**src/rtl/bram_arbiter.sv**
```systemverilog
// Two-requester round-robin arbiter in front of a 256x16 BRAM (separate write/read ports).
// Latency: grant and BRAM drive are combinational; read data returns 1 cycle after the read grant.
// Backpressure: a requester holds i_reqN until o_gntN; a losing requester waits at most one cycle.
//
// Optional build macro BRAM_ARB_DUAL_EN: when one requester writes and the other reads in
// the same cycle, both are granted together (write port + read port). Undefined: one grant per cycle.
//
// Ports:
//   i_clk, i_rst                 clock, synchronous active-high reset
//   i_reqN/i_wrN/i_addrN/i_wdataN requester N access (N = 0, 1)
//   o_gntN                       requester N accepted this cycle (combinational)
//   o_rvalidN/o_rdataN           requester N read return; o_rdataN holds last read value
//   o_wr_en/o_waddr/o_wdata      BRAM write port
//   o_rd_en/o_raddr/i_rdata      BRAM read port
module bram_arbiter #(
  parameter int ADDR_SZ = 8,
  parameter int DATA_SZ = 16
) (
  input  logic               i_clk,
  input  logic               i_rst,

  input  logic               i_req0,
  input  logic               i_wr0,
  input  logic [ADDR_SZ-1:0] i_addr0,
  input  logic [DATA_SZ-1:0] i_wdata0,
  output logic               o_gnt0,
  output logic               o_rvalid0,
  output logic [DATA_SZ-1:0] o_rdata0,

  input  logic               i_req1,
  input  logic               i_wr1,
  input  logic [ADDR_SZ-1:0] i_addr1,
  input  logic [DATA_SZ-1:0] i_wdata1,
  output logic               o_gnt1,
  output logic               o_rvalid1,
  output logic [DATA_SZ-1:0] o_rdata1,

  output logic               o_wr_en,
  output logic [ADDR_SZ-1:0] o_waddr,
  output logic [DATA_SZ-1:0] o_wdata,
  output logic               o_rd_en,
  output logic [ADDR_SZ-1:0] o_raddr,
  input  logic [DATA_SZ-1:0] i_rdata
);

  logic               prio_q, prio_d;
  logic [1:0]         rpend_q, rpend_d;
  logic [DATA_SZ-1:0] hold0_q, hold0_d;
  logic [DATA_SZ-1:0] hold1_q, hold1_d;

  logic               gnt0, gnt1, dual;
  logic               wsel0, wsel1, rsel0, rsel1;

  // Grant selection. Reset suppresses all grants so no access starts while i_rst is high.
  always_comb begin
    dual = 1'b0;
`ifdef BRAM_ARB_DUAL_EN
    // One writer plus one reader can share the cycle: they use different BRAM ports.
    dual = !i_rst && i_req0 && i_req1 && (i_wr0 != i_wr1);
`endif
    gnt0 = 1'b0;
    gnt1 = 1'b0;
    if (!i_rst) begin
      if (dual) begin
        gnt0 = 1'b1;
        gnt1 = 1'b1;
      end else if (i_req0 && (!i_req1 || !prio_q)) begin
        gnt0 = 1'b1;
      end else if (i_req1) begin
        gnt1 = 1'b1;
      end
    end
  end

  assign wsel0 = gnt0 &  i_wr0;
  assign wsel1 = gnt1 &  i_wr1;
  assign rsel0 = gnt0 & ~i_wr0;
  assign rsel1 = gnt1 & ~i_wr1;

  assign o_gnt0 = gnt0;
  assign o_gnt1 = gnt1;

  // BRAM pins; fields of an unused port are driven to zero.
  always_comb begin
    o_wr_en = wsel0 | wsel1;
    o_waddr = '0;
    o_wdata = '0;
    if (wsel0) begin
      o_waddr = i_addr0;
      o_wdata = i_wdata0;
    end else if (wsel1) begin
      o_waddr = i_addr1;
      o_wdata = i_wdata1;
    end

    o_rd_en = rsel0 | rsel1;
    o_raddr = '0;
    if (rsel0) begin
      o_raddr = i_addr0;
    end else if (rsel1) begin
      o_raddr = i_addr1;
    end
  end

  // Next-state: read tags, hold registers and round-robin pointer.
  always_comb begin
    rpend_d = {rsel1, rsel0};
    hold0_d = rpend_q[0] ? i_rdata : hold0_q;
    hold1_d = rpend_q[1] ? i_rdata : hold1_q;
    prio_d  = prio_q;
    // A dual grant served both sides, so neither gains or loses preference.
    if (!dual) begin
      if (gnt0) begin
        prio_d = 1'b1;
      end else if (gnt1) begin
        prio_d = 1'b0;
      end
    end
  end

  always_ff @(posedge i_clk) begin
    if (i_rst) begin
      prio_q  <= 1'b0;
      rpend_q <= 2'b00;
      hold0_q <= '0;
      hold1_q <= '0;
    end else begin
      prio_q  <= prio_d;
      rpend_q <= rpend_d;
      hold0_q <= hold0_d;
      hold1_q <= hold1_d;
    end
  end

  // Read return: live BRAM data in the cycle after the read, otherwise the held value.
  // Outputs are forced quiet while reset is asserted.
  assign o_rvalid0 = rpend_q[0] & ~i_rst;
  assign o_rvalid1 = rpend_q[1] & ~i_rst;
  assign o_rdata0  = i_rst ? '0 : (rpend_q[0] ? i_rdata : hold0_q);
  assign o_rdata1  = i_rst ? '0 : (rpend_q[1] ? i_rdata : hold1_q);

endmodule
```
**config.mk**
```make
export PLATFORM = sky130hd
export DESIGN_NAME = bram_arbiter
export DESIGN_NICKNAME = d
export VERILOG_FILES = /design/src/rtl/bram_arbiter.sv
export SDC_FILE = /design/constraint.sdc
export NUM_CORES = 1
export LEC_CHECK = 0
export CAP_MARGIN = 20
export CELL_PAD_IN_SITES_DETAIL_PLACEMENT = 0
export CELL_PAD_IN_SITES_GLOBAL_PLACEMENT = 1
export CORE_ASPECT_RATIO = 1.25
export CORE_MARGIN = 1.5
export CORE_UTILIZATION = 23
export DETAILED_ROUTE_END_ITERATION = 6
export PLACE_DENSITY_LB_ADDON = 0.1
export SETUP_SLACK_MARGIN = 0.05
export SLEW_MARGIN = 10
export SYNTH_ARGS = -nofsm -noshare
export SYNTH_HDL_FRONTEND = slang
export SYNTH_SLANG_ARGS = --single-unit
```
**constraint.sdc**
```tcl
create_clock -name i_clk -period 3.1 [get_ports i_clk]
set_clock_uncertainty 0.2 [all_clocks]
set_input_delay 0.775 -clock i_clk [delete_from_list [all_inputs] [get_ports i_clk]]
set_output_delay 0.775 -clock i_clk [all_outputs]
set_load 0.1 [all_outputs]
```
=== Word-level counts from Yosys, hierarchy flattened ===
Index checks and enable logic that the tools add are counted.

* Flip-flop bits (word level): 35
* Word-level logic and storage cells: 37
* Output and inout bits: 70

* Mux-type cells: 17
* Bitwise gates (word level): 11
* Reductions and logical operators: 5

{| class="wikitable"
|+ Operators by type and width
! cell !! count
|-
| two-way mux 16 bit || 6
|-
| two-way mux 8 bit || 4
|-
| two-way mux 1 bit || 7
|-
| bitwise AND 1 bit || 6
|-
| NOT 1 bit || 3
|-
| logical NOT 1 bit || 2
|-
| OR 1 bit || 2
|-
| nonzero test 2 bit || 1
|-
| logical AND 1 bit || 1
|-
| logical OR 1 bit || 1
|}

=== Depth between registers and ports, before layout ===
Gate-level depths: netlist of the first run.

* Word-level depth: 8
* Gate-level depth with buffers: 5
* Gate-level depth less buffers: 3

=== Worst setup path after synthesis of the first run ===
No wires, ideal clock.

* Kind: input to output
* Start: in i_rst
* End: out o_gnt1
* Data arrival time: 3.147 ns
* Required time: 2.125 ns
* Stages: 2
* Buffers on the path: 1
* Setup slack: -1.022 ns
* Path through: buf_4 -> nor3b_1

* Word-level cells in the longest chain between the ends: 1

{| class="wikitable"
|+ RTL lines
! element !! line !! source
|-
| start, declared || 20 || <nowiki>input logic i_rst,</nowiki>
|-
| two-way mux 1 bit || 63 || <nowiki>if (!i_rst) begin</nowiki>
|-
| end, declared || 34 || <nowiki>output logic o_gnt1,</nowiki>
|}

No other way between the ends.

=== Worst setup path after layout of the first run ===
* Start: in i_req1
* End: out o_wdata[6]

* Word-level cells in the longest chain between the ends: 8
* Elaborated cells between the ends (all ways): 12
* Those cells by class: mux (7); bitwise (2); reduce/logical (3)

{| class="wikitable"
|+ RTL lines
! element !! line !! source
|-
| start, declared || 30 || <nowiki>input logic i_req1,</nowiki>
|-
| logical NOT 1 bit || 67 || <nowiki>end else if (i_req0 && (!i_req1 || !prio_q)) begin</nowiki>
|-
| logical OR 1 bit || 67 ||
|-
| logical AND 1 bit || 67 ||
|-
| two-way mux 1 bit || 67 ||
|-
| two-way mux 1 bit || 63 ||
|-
| bitwise AND 1 bit || 76 || <nowiki>assign wsel1 = gnt1 & i_wr1;</nowiki>
|-
| two-way mux 16 bit || 91 || <nowiki>end else if (wsel1) begin</nowiki>
|-
| two-way mux 16 bit * || 88 || <nowiki>if (wsel0) begin</nowiki>
|-
| end, declared || 40 || <nowiki>output logic [DATA_SZ-1:0] o_wdata,</nowiki>
|}

Every way passes the cells marked *; elsewhere a longest branch is shown, timed or not.

==> results of run 1 <==
-- per-stage QoR --
| stage | util [%] | setup slack (ns) | instance area (µm²) | hold slack, ns |
|---|---|---|---|---|
| detailed placement | 57.0 | -0.305 | 3950 | 0.328 |
| finish | 62.2 | 0.131 | 4320 | 0.339 |
| global placement | 57.0 | -0.237 | 3950 | 0.341 |
| floorplan | - | -0.304 | 1680 | 0.313 |
| CTS | 63.4 | 0.0513 | 4400 | 0.340 |
| global route | 62.2 | 0.0654 | 4320 | 0.366 |
-- metal layers --
metal,GRT usage (%),wire [µm],up-vias
li1,-,-,887
met1,19.8,2690,831
met2,30.0,3200,100
met3,5.63,619,2
met4,4.26,34,0
met5,0,0,-
-- timing repair --
action	in CTS	in global routing
endpoints found under the setup margin	59	33
buffers inserted	9	0
cloned	4	0
resized for setup	46	4
pin swaps	14	5
-- registers in the layout, indices dropped and copies added, names as in the netlist --
name	flops
prio_q	1
rpend_q	2
hold1_q	16
hold0_q	16
-- power by group --
group	switching, mW	internal, mW
Sequential	0.00424	0.464
Combinational	0.378	0.281
Clock	0.147	0.149
-- cell type report --
class	count	area (µm²)
fillers	536	2620
repair buffers	163	2310
multi-input cells	111	1110
flip-flops and latches	35	701
well taps	90	113
clock buffers	5	68.8
clock inverters	1	7.51
-- logic make-up (layout without fill, tap and decap cells) --
family | count (synthesis) | in the layout | share of synthesized area (%)
and+or+nand+nor | 47 | 47 | 15.7
DFF | 35 | 35 | 42.9
AOI/OAI and AO/OA | 32 | 32 | 17.2
muxes | 32 | 32 | 19.6
buffers and inverters | 13 | 169 | 4.67
-- cells in the mapped netlist (all sizes together) --
| master | instances |
|---|---|
| dfxtp | 35 |
| nor2 | 34 |
| a22o | 32 |
| mux2i | 32 |
| buf | 10 |
| clkbuf | 3 |
| nor2b | 3 |
| nor3 | 2 |
| nor3b | 2 |
| or2 | 2 |
| and2 | 1 |
| nand2b | 1 |
| nor4b | 1 |
| nor4bb | 1 |
-- worst max-delay path, delay by kind of cell --
| kind | cells | cell delay (ns) |
|---|---|---|
| buf+inv | 3 | 0.57 |
| simple gates | 2 | 0.50 |
| compound gates | 1 | 0.14 |
-- final timing paths --
kind / start / endpoint / slack, ns / depth (start not counted)
hold / removal: prio_q$_SDFFE_PP0P_ / prio_q$_SDFFE_PP0P_ / 0.34 / 2
setup / recovery: i_req1 / o_wdata[6] / 0.13 / 6
setup reg to reg: rpend_q[0]$_SDFF_PP0_ / hold0_q[6]$_DFF_P_ / 1.82 / 3
hold reg to reg: prio_q$_SDFFE_PP0P_ / prio_q$_SDFFE_PP0P_ / 0.34 / 2
==> summary.md, run 1 <==
| Metric | Value |
|---|---|
| Clock-pin slew on the worst setup and hold paths | 0.06 ns |
| Starting Density | 23.6% |
| CTS Hold Bufs | 0 |
| Status | complete, no violations |
| DR iter-0 viols | 46 |
| Post-synth cell types | 19 |
| Vias in the first global route | 1911 |
| Peak supply drop | 265 µV |
| IO buf count | 139 |
| Hpwl dp | 4.65 mm |
| Fin crit share | 95.8% |
| Most common cell after layout, fill and taps aside | buf_12 |
| Setup_tns | 0 ns |
| Largest cells by area after synthesis | dfxtp_1, mux2i_1, a22o_1 |
| Clk buf depth | 2 |
| Worst EP arrival | 1.99 ns |
| Largest net degree at the start of global routing | 29 |
| Synthesized instance count | 159 |
| Relative slew slack | 72.3% |
| Final WL | 6.55 mm |
| Startpoint types | input port |
| Worst hold path class | reg2reg |
| Static leakage | 1.76 nW |
| Ys Warns | 0 |
| Yosys reg bits | 35 |
| Fin nets | 386 |
| Die Height | 97.2 µm |
| Grt ovf | 0 |
| Pre-antenna DRT Iters | 4 |
| Max Fanout on Critical Path | 5 |
| Slowest library cell on the worst path | nor3b_4 |
| Layout cells sized above 1 | 46.0% |
| DR vias/cell | 4.49 |
| Max-slew violations | 0 |
| Post-layout min period | 2.97 ns |
| Syn Area/Cell | 10.3 µm² |
| H-tree levels | 2 |
| Area grow syn2layout | 164% |
| Global-route wire length before repair | 10.1 mm |
| Total core area | 6930 µm² |
| Least-Margin Pin Slew | 0.414 ns |
| Avg WL per Cell | 16.2 µm |
| PD cells | 330 nW/µm² |
| Syn Nets | 229 |
| Sequential area share after synthesis | 42.9% |
| Row Count | 34 |
| Final setup violation count | 0 |
| Vias | 1820 |
| Clock sinks | 35 |
| GRT Total Usage | 17.1% |
| Routed Antenna Nets | 0 |
| Skew-Pair Late Insertion Delay | 0.27 ns |
| Share of the synthesized area in the top cell type | 42.9% |
| IO Pins | 140 |
| Total CTS buffers | 5 |
| RD Place Congestion | 0.804 |
| Final Hold Fails | 0 |
| Chip width | 78.4 µm |
| Mapped Area | 1630 µm² |
| # placed instances | 390 |
| Die area | 7620 µm² |
| RSZ-0062 raised after global routing | no |
| Worst setup path category | in2out |
| Final cell count without fillers | 405 |
| Max Cap Violations | 0 |
| Clock tree from TritonCTS | done |
| Antenna cells | 0 |
| Initial antenna violation count | 0 |
| Worst Path Required | 2.12 ns |
| Most frequent cells in the layout | buf_12, clkdlybuf4s50_1, dfxtp_1 |
| Achievable Freq | 337 MHz |
| Post-synth top area cell | dfxtp_1 |
| Sequence of cells on the critical path | clkdlybuf4s15_1 -> and2_4 -> nor3b_4 -> buf_4 -> a22o_4 -> buf_12 |
| Max incr delay on CP | 0.31 ns |
| DR DRC count | 0 |
| Pwr Total | 1.42 mW |
| Crit. End Element | output port |
| Root Driver | clkbuf_8 |
(Power assumes the default switching activity.)
==> run 2: changes to the inputs <==
--- a/config.mk
+++ b/config.mk
@@ -9,8 +9,8 @@
 export CELL_PAD_IN_SITES_DETAIL_PLACEMENT = 0
 export CELL_PAD_IN_SITES_GLOBAL_PLACEMENT = 1
 export CORE_ASPECT_RATIO = 1.25
-export CORE_MARGIN = 1.5
-export CORE_UTILIZATION = 23
+export CORE_MARGIN = 1
+export CORE_UTILIZATION = 19
 export DETAILED_ROUTE_END_ITERATION = 6
 export PLACE_DENSITY_LB_ADDON = 0.1
 export SETUP_SLACK_MARGIN = 0.05
@@ -18,3 +18,4 @@
 export SYNTH_ARGS = -nofsm -noshare
 export SYNTH_HDL_FRONTEND = slang
 export SYNTH_SLANG_ARGS = --single-unit
+export TNS_END_PERCENT = 20
==> constraint.sdc (replaced) <==
create_clock -name i_clk -period 2.7 [get_ports i_clk]
set_clock_uncertainty 0.2 [all_clocks]
set_input_delay 0.675 -clock i_clk [delete_from_list [all_inputs] [get_ports i_clk]]
set_output_delay 0.675 -clock i_clk [all_outputs]
set_load 0.1 [all_outputs]
==> run 2 against run 1 <==
- the run now ends with DRC, setup timing left
- via count grew 1.8%
- combinational power grew 17%
- critical path depth grew 2
- largest cell class unchanged
- largest power group unchanged
==> summary.md, run 2 (synthesis results as in run 1) <==
| Metric | Value |
|---|---|
| Worst hold path class | reg2reg |
| Most frequent cells in the layout | buf_12, clkdlybuf4s50_1, dfxtp_1 |
| RD Place Congestion | 0.678 (-16%) |
| Placed Area | 4080 µm² (+3.2%) |
| Vias | 1852 (+1.8%) |
| Global-route wire length before repair | 10.4 mm (+2.9%) |
| Finished Core Util | 53.9% (-8.3 points) |
| Die area | 8980 µm² (+18%) |
| Total core area | 8290 µm² (+20%) |
| Most common cell after layout, fill and taps aside | buf_12 |
| RSZ-0062 raised after global routing | yes |
| Peak supply drop | 312 µV (+18%) |
| Vias in the first global route | 1890 (-1.1%) |
| Avg WL per Cell | 16.2 µm (about the same) |
| Fin nets | 389 (+0.78%) |
| Total CTS buffers | 5 (unchanged) |
| Worst EP arrival | 1.92 ns (-0.07 ns) |
| Final Worst Setup Slack | -0.0908 ns (-0.222 ns) |
| Startpoint types | input port |
| Pwr Total | 1.78 mW (+25%) |
| Root Driver | clkbuf_8 |
| Skew-Pair Late Insertion Delay | 0.28 ns (about the same) |
| DR vias/cell | 4.44 (-1.2%) |
| Worst Path Required | 1.82 ns (-0.30 ns) |
| Max-slew violations | 0 (unchanged) |
| IO Pins | 140 (unchanged) |
| Status | finished with violations |
| Final Hold Fails | 0 (unchanged) |
| Die Height | 106 µm (+8.7%) |
| H-tree levels | 2 (unchanged) |
| Clock sinks | 35 (unchanged) |
| Max Fanout on Critical Path | 5 (unchanged) |
| Initial antenna violation count | 0 (unchanged) |
| Area grow syn2layout | 174% |
| Static leakage | 1.75 nW (-0.28%) |
| Routed Antenna Nets | 0 (unchanged) |
| Largest registers | hold0_q x16, hold1_q x16, rpend_q x2 |
| Max Cap Violations | 0 (unchanged) |
| Clk buf depth | 2 (unchanged) |
| Worst setup path category | in2out |
| Cell area after layout | 4470 µm² (+3.6%) |
| Starting Density | 19.7% (-3.8 points) |
| DR iter-0 viols | 44 (-4.3%) |
| Least-Margin Pin Slew | 0.333 ns (-0.0807 ns) |
| Hpwl dp | 4.96 mm (+6.7%) |
| Post-layout min period | 2.79 ns |
| Final setup violation count | 24 (+24) |
| Crit. End Element | output port |
| IO buf count | 139 (unchanged) |
| Relative slew slack | 77.8% (+5.5 points) |
| Clock-pin slew on the worst setup and hold paths | 0.07 ns (about the same) |
| Row Count | 37 (+8.8%) |
| Setup WS pre-CTS | -0.432 ns (-0.127 ns) |
| CTS Hold Bufs | 0 (unchanged) |
| Clock tree from TritonCTS | done |
| Achievable Freq | 358 MHz |
| Chip width | 84.9 µm (+8.4%) |
| Grt ovf | 0 (unchanged) |
| Antenna cells | 0 (unchanged) |
| Fin crit share | 103% |
| Largest net degree at the start of global routing | 37 (+28%) |
| DR DRC count | 19 (+19) |
| Layout cells sized above 1 | 51.2% (+5.2 points) |
| GRT Total Usage | 14.9% (-2.2 points) |
| PD cells | 398 nW/µm² (+21%) |
| Final WL | 6.74 mm (+2.9%) |
| Pre-antenna DRT Iters | 7 (+3) |
| Failing checks | DRC, setup timing |
run 2: metal layers:
| layer | up-vias | track usage (%) | share of wire (%) |
|---|---|---|---|
| met2 | 104 | 26.2 | 48 |
| met4 | 0 | 4.00 | 1.0 |
| met1 | 847 | 17.5 | 40 |
| met5 | - | 0 | 0 |
| met3 | 5 | 4.46 | 11 |
| li1 | 896 | - | - |
run 2: critical path, stage by stage:
cell	delay [ns]
buf_8	0.09
nor2b_4	0.12
nor4bb_4	0.28
buf_6	0.17
buf_6	0.10
buf_8	0.10
a22o_1	0.18
buf_12	0.18
run 2: worst paths after layout:
kind	from	to	slack, ns	depth (start not counted)
worst max-delay path	i_req0	o_waddr[3]	-0.09	8
worst min-delay path	prio_q$_SDFFE_PP0P_	prio_q$_SDFFE_PP0P_	0.35	2
worst max register to register	rpend_q[0]$_SDFF_PP0_	hold0_q[5]$_DFF_P_	1.33	3
worst min register to register	prio_q$_SDFFE_PP0P_	prio_q$_SDFFE_PP0P_	0.35	2
run 2: final cells by class:
type                    instances  area (µm²)
flip-flops and latches         35         701
clock buffers                   5        68.8
fillers                       693        3820
well taps                      97         121
clock inverters                 3        43.8
multi-input cells             111        1170
repair buffers                166        2370
run 2: through the flow:
step,setup TNS [ns],std cells,hold slack [ns]
6_report,-0.829,417,0.353
5_1_grt,-2.35,417,0.376
4_1_cts,-1.45,418,0.352
3_5_place_dp,-13.33,399,0.337
3_3_place_gp,-12.51,399,0.338
2_1_floorplan,-14.45,159,0.313
run 2: where the power goes:
part           internal (mW)  switching [mW]  total [mW]  leakage (nW)
combinational          0.325           0.446       0.771          1.41
clock                  0.275           0.196       0.471        0.0581
sequential             0.532         0.00501       0.537         0.284
run 2: what timing repair did:
action,4_1_cts,5_1_grt
setup buffers,7,0
cloned,4,0
endpoints found under the setup margin,36,34
pin swaps,33,6
gates resized for setup,36,12
==> run 3: changes to the inputs <==
--- a/config.mk
+++ b/config.mk
@@ -13,7 +13,6 @@
 export CORE_UTILIZATION = 19
 export DETAILED_ROUTE_END_ITERATION = 6
 export PLACE_DENSITY_LB_ADDON = 0.1
-export SETUP_SLACK_MARGIN = 0.05
 export SLEW_MARGIN = 10
 export SYNTH_ARGS = -nofsm -noshare
 export SYNTH_HDL_FRONTEND = slang
==> run 3 against run 2 <==
- the run still ends with DRC, setup timing left
- global-route usage is 0.65 points lower
- power is 3.0% lower
- worst setup slack better by 0.047 ns
- critical endpoint is now o_wdata[0]
==> summary.md, run 3 (synthesis results as in run 1) <==
| Metric | Value |
|---|---|
| Share of power burned in registers | 31.2% (+1.0 points) |
| DR vias/cell | 4.36 (-1.8%) |
| IO Pins | 140 (unchanged) |
| Max incr delay on CP | 0.25 ns (-0.03 ns) |
| DR DRC count | 19 (unchanged) |
| Clock sinks | 35 (unchanged) |
| Crit-path leading delay family | buffers and inverters |
| Worst hold path class | reg2reg |
| RD Place Congestion | 0.761 (+12%) |
| Final setup violation count | 15 (-38%) |
| Sw power | 0.627 mW (-3.2%) |
| Clock-pin slew on the worst setup and hold paths | 0.07 ns (about the same) |
| Clock tree from TritonCTS | done |
| Cell area after layout | 4510 µm² (+0.81%) |
| Achievable Freq | 364 MHz (+1.7%) |
| RSZ-0062 raised after global routing | yes |
| Crit. End Element | output port |
| Grt ovf | 0 (unchanged) |
| CTS Hold Bufs | 0 (unchanged) |
| Routed Antenna Nets | 0 (unchanged) |
| Fin nets | 391 (+0.51%) |
| Root Driver | clkbuf_8 |
| Global-route wire length before repair | 10.0 mm (-3.6%) |
| Die area | 8980 µm² (unchanged) |
| Total CTS buffers | 5 (unchanged) |
| Hpwl dp | 4.69 mm (-5.4%) |
| Failing checks | DRC, setup timing |
| Pre-antenna DRT Iters | 6 (-1) |
| Clock share of power | 23.7% (-2.8 points) |
| Peak supply drop | 303 µV (-3.0%) |
| Placed Area | 4090 µm² (+0.31%) |
| Layout cells sized above 1 | 50.3% (-0.94 points) |
| Final Worst Setup Slack | -0.0443 ns (+0.0465 ns) |
| Relative slew slack | 78.7% (+0.90 points) |
| IO buf count | 139 (unchanged) |
| WP buf/inv | 4 (-1) |
| Internal | 1.10 mW (-3.0%) |
| Static leakage | 1.75 nW (+0.19%) |
| Fin crit share | 102% (-1.7 points) |
| Final Hold Fails | 0 (unchanged) |
| DR iter-0 viols | 82 (+86%) |
| Post-layout min period | 2.74 ns (-0.0465 ns) |
| Sequence of cells on the critical path | buf_8 -> nor2b_4 -> nor4bb_4 -> buf_4 -> buf_8 -> a22o_1 -> buf_12 |
| H-tree levels | 2 (unchanged) |
| Die Height | 106 µm (unchanged) |
| Least-Margin Pin Slew | 0.319 ns (-0.0135 ns) |
| Chip width | 84.9 µm (unchanged) |
| Largest registers | hold0_q x16, hold1_q x16, rpend_q x2 |
| Slowest library cell on the worst path | nor4bb_4 |
| Max-slew violations | 0 (unchanged) |
| Worst Path Required | 1.82 ns (about the same) |
| Initial antenna violation count | 0 (unchanged) |
| Clk buf depth | 2 (unchanged) |
| Setup_tns | -0.468 ns (+0.361 ns) |
| Skew-Pair Late Insertion Delay | 0.28 ns (about the same) |
| Max Fanout on Critical Path | 9 (+4) |
| Max Cap Violations | 0 (unchanged) |
| GRT Total Usage | 14.3% (-0.65 points) |
| Worst setup path category | in2out |
| Area grow syn2layout | 176% |
| Most frequent CP cell | buf_8 |
| Most common cell after layout, fill and taps aside | buf_12 |
| Sw Share | 36.3% (-0.043 points) |
| Vias in the first global route | 1829 (-3.2%) |
| Most frequent cells in the layout | buf_12, clkdlybuf4s50_1, dfxtp_1 |
| Status | finished with violations |
| Total core area | 8290 µm² (unchanged) |
| Comb pwr share | 45.1% (+1.8 points) |
| Final WL | 6.52 mm (-3.2%) |
| Row Count | 37 (unchanged) |
| Vias | 1828 (-1.3%) |
| Startpoint types | input port |
| Worst EP arrival | 1.87 ns (-0.05 ns) |
| Antenna cells | 0 (unchanged) |
| PD cells | 383 nW/µm² (-3.8%) |
| Starting Density | 19.7% (unchanged) |
| Largest net degree at the start of global routing | 36 (-2.7%) |
| Avg WL per Cell | 15.6 µm (-3.7%) |
[run 3: metal layers]
layer | global-route usage [%] | wire length [µm] | vias up
met5 | 0 | 0 | -
met4 | 4.00 | 42 | 0
met3 | 4.78 | 829 | 4
met2 | 24.3 | 3100 | 106
met1 | 16.9 | 2550 | 820
li1 | - | - | 898
[run 3: worst register-to-register path, stage by stage, from the launching register on]
cell and delay [ns]:
dfxtp_1 0.31, buf_4 0.30, mux2i_1 0.35, nor2_4 0.07
[run 3: stage by stage]
stage          hold WS [ns]  utilization, %  cells  setup WS [ns]  total power, mW
3_5_place_dp          0.330            49.3    399         -0.435             1.29
3_3_place_gp          0.339            49.3    399         -0.395             1.28
5_1_grt               0.378            54.4    419         -0.108             1.80
6_report              0.347            54.4    419        -0.0443             1.73
2_1_floorplan         0.313               -    159         -0.353            0.957
4_1_cts               0.343            53.1    417        -0.0481             1.74
[run 3: worst paths after layout]
path | startpoint | endpoint | slack, ns | depth (start not counted)
setup / recovery | i_req0 | o_wdata[0] | -0.04 | 7
hold / removal | prio_q$_SDFFE_PP0P_ | prio_q$_SDFFE_PP0P_ | 0.35 | 2
setup reg to reg | rpend_q[0]$_SDFF_PP0_ | hold0_q[2]$_DFF_P_ | 1.35 | 3
hold reg to reg | prio_q$_SDFFE_PP0P_ | prio_q$_SDFFE_PP0P_ | 0.35 | 2
[run 3: power groups by stage]
| stage | Sequential (mW) | Combinational [mW] | Clock, mW |
|---|---|---|---|
| 4_1_cts | 0.537 | 0.768 | 0.432 |
| 6_report | 0.538 | 0.779 | 0.409 |
| 5_1_grt | 0.539 | 0.804 | 0.461 |
| 2_1_floorplan | 0.549 | 0.409 | 0 |
| 3_3_place_gp | 0.549 | 0.735 | 0 |
| 3_5_place_dp | 0.549 | 0.737 | 0 |
[run 3: area by class of cell]
class                      count  area, µm²
fill                         662       3780
timing repair buffer         168       2450
multi-input combinational    111       1130
sequential                    35        701
tap                           97        121
clock buffer                   8        100
[run 3: repair_timing]
action | CTS | global route
resized for setup | 36 | 15
setup buffers | 6 | 2
gates cloned | 4 | 0
endpoints found under the setup margin | 36 | 33
pin swaps | 23 | 20
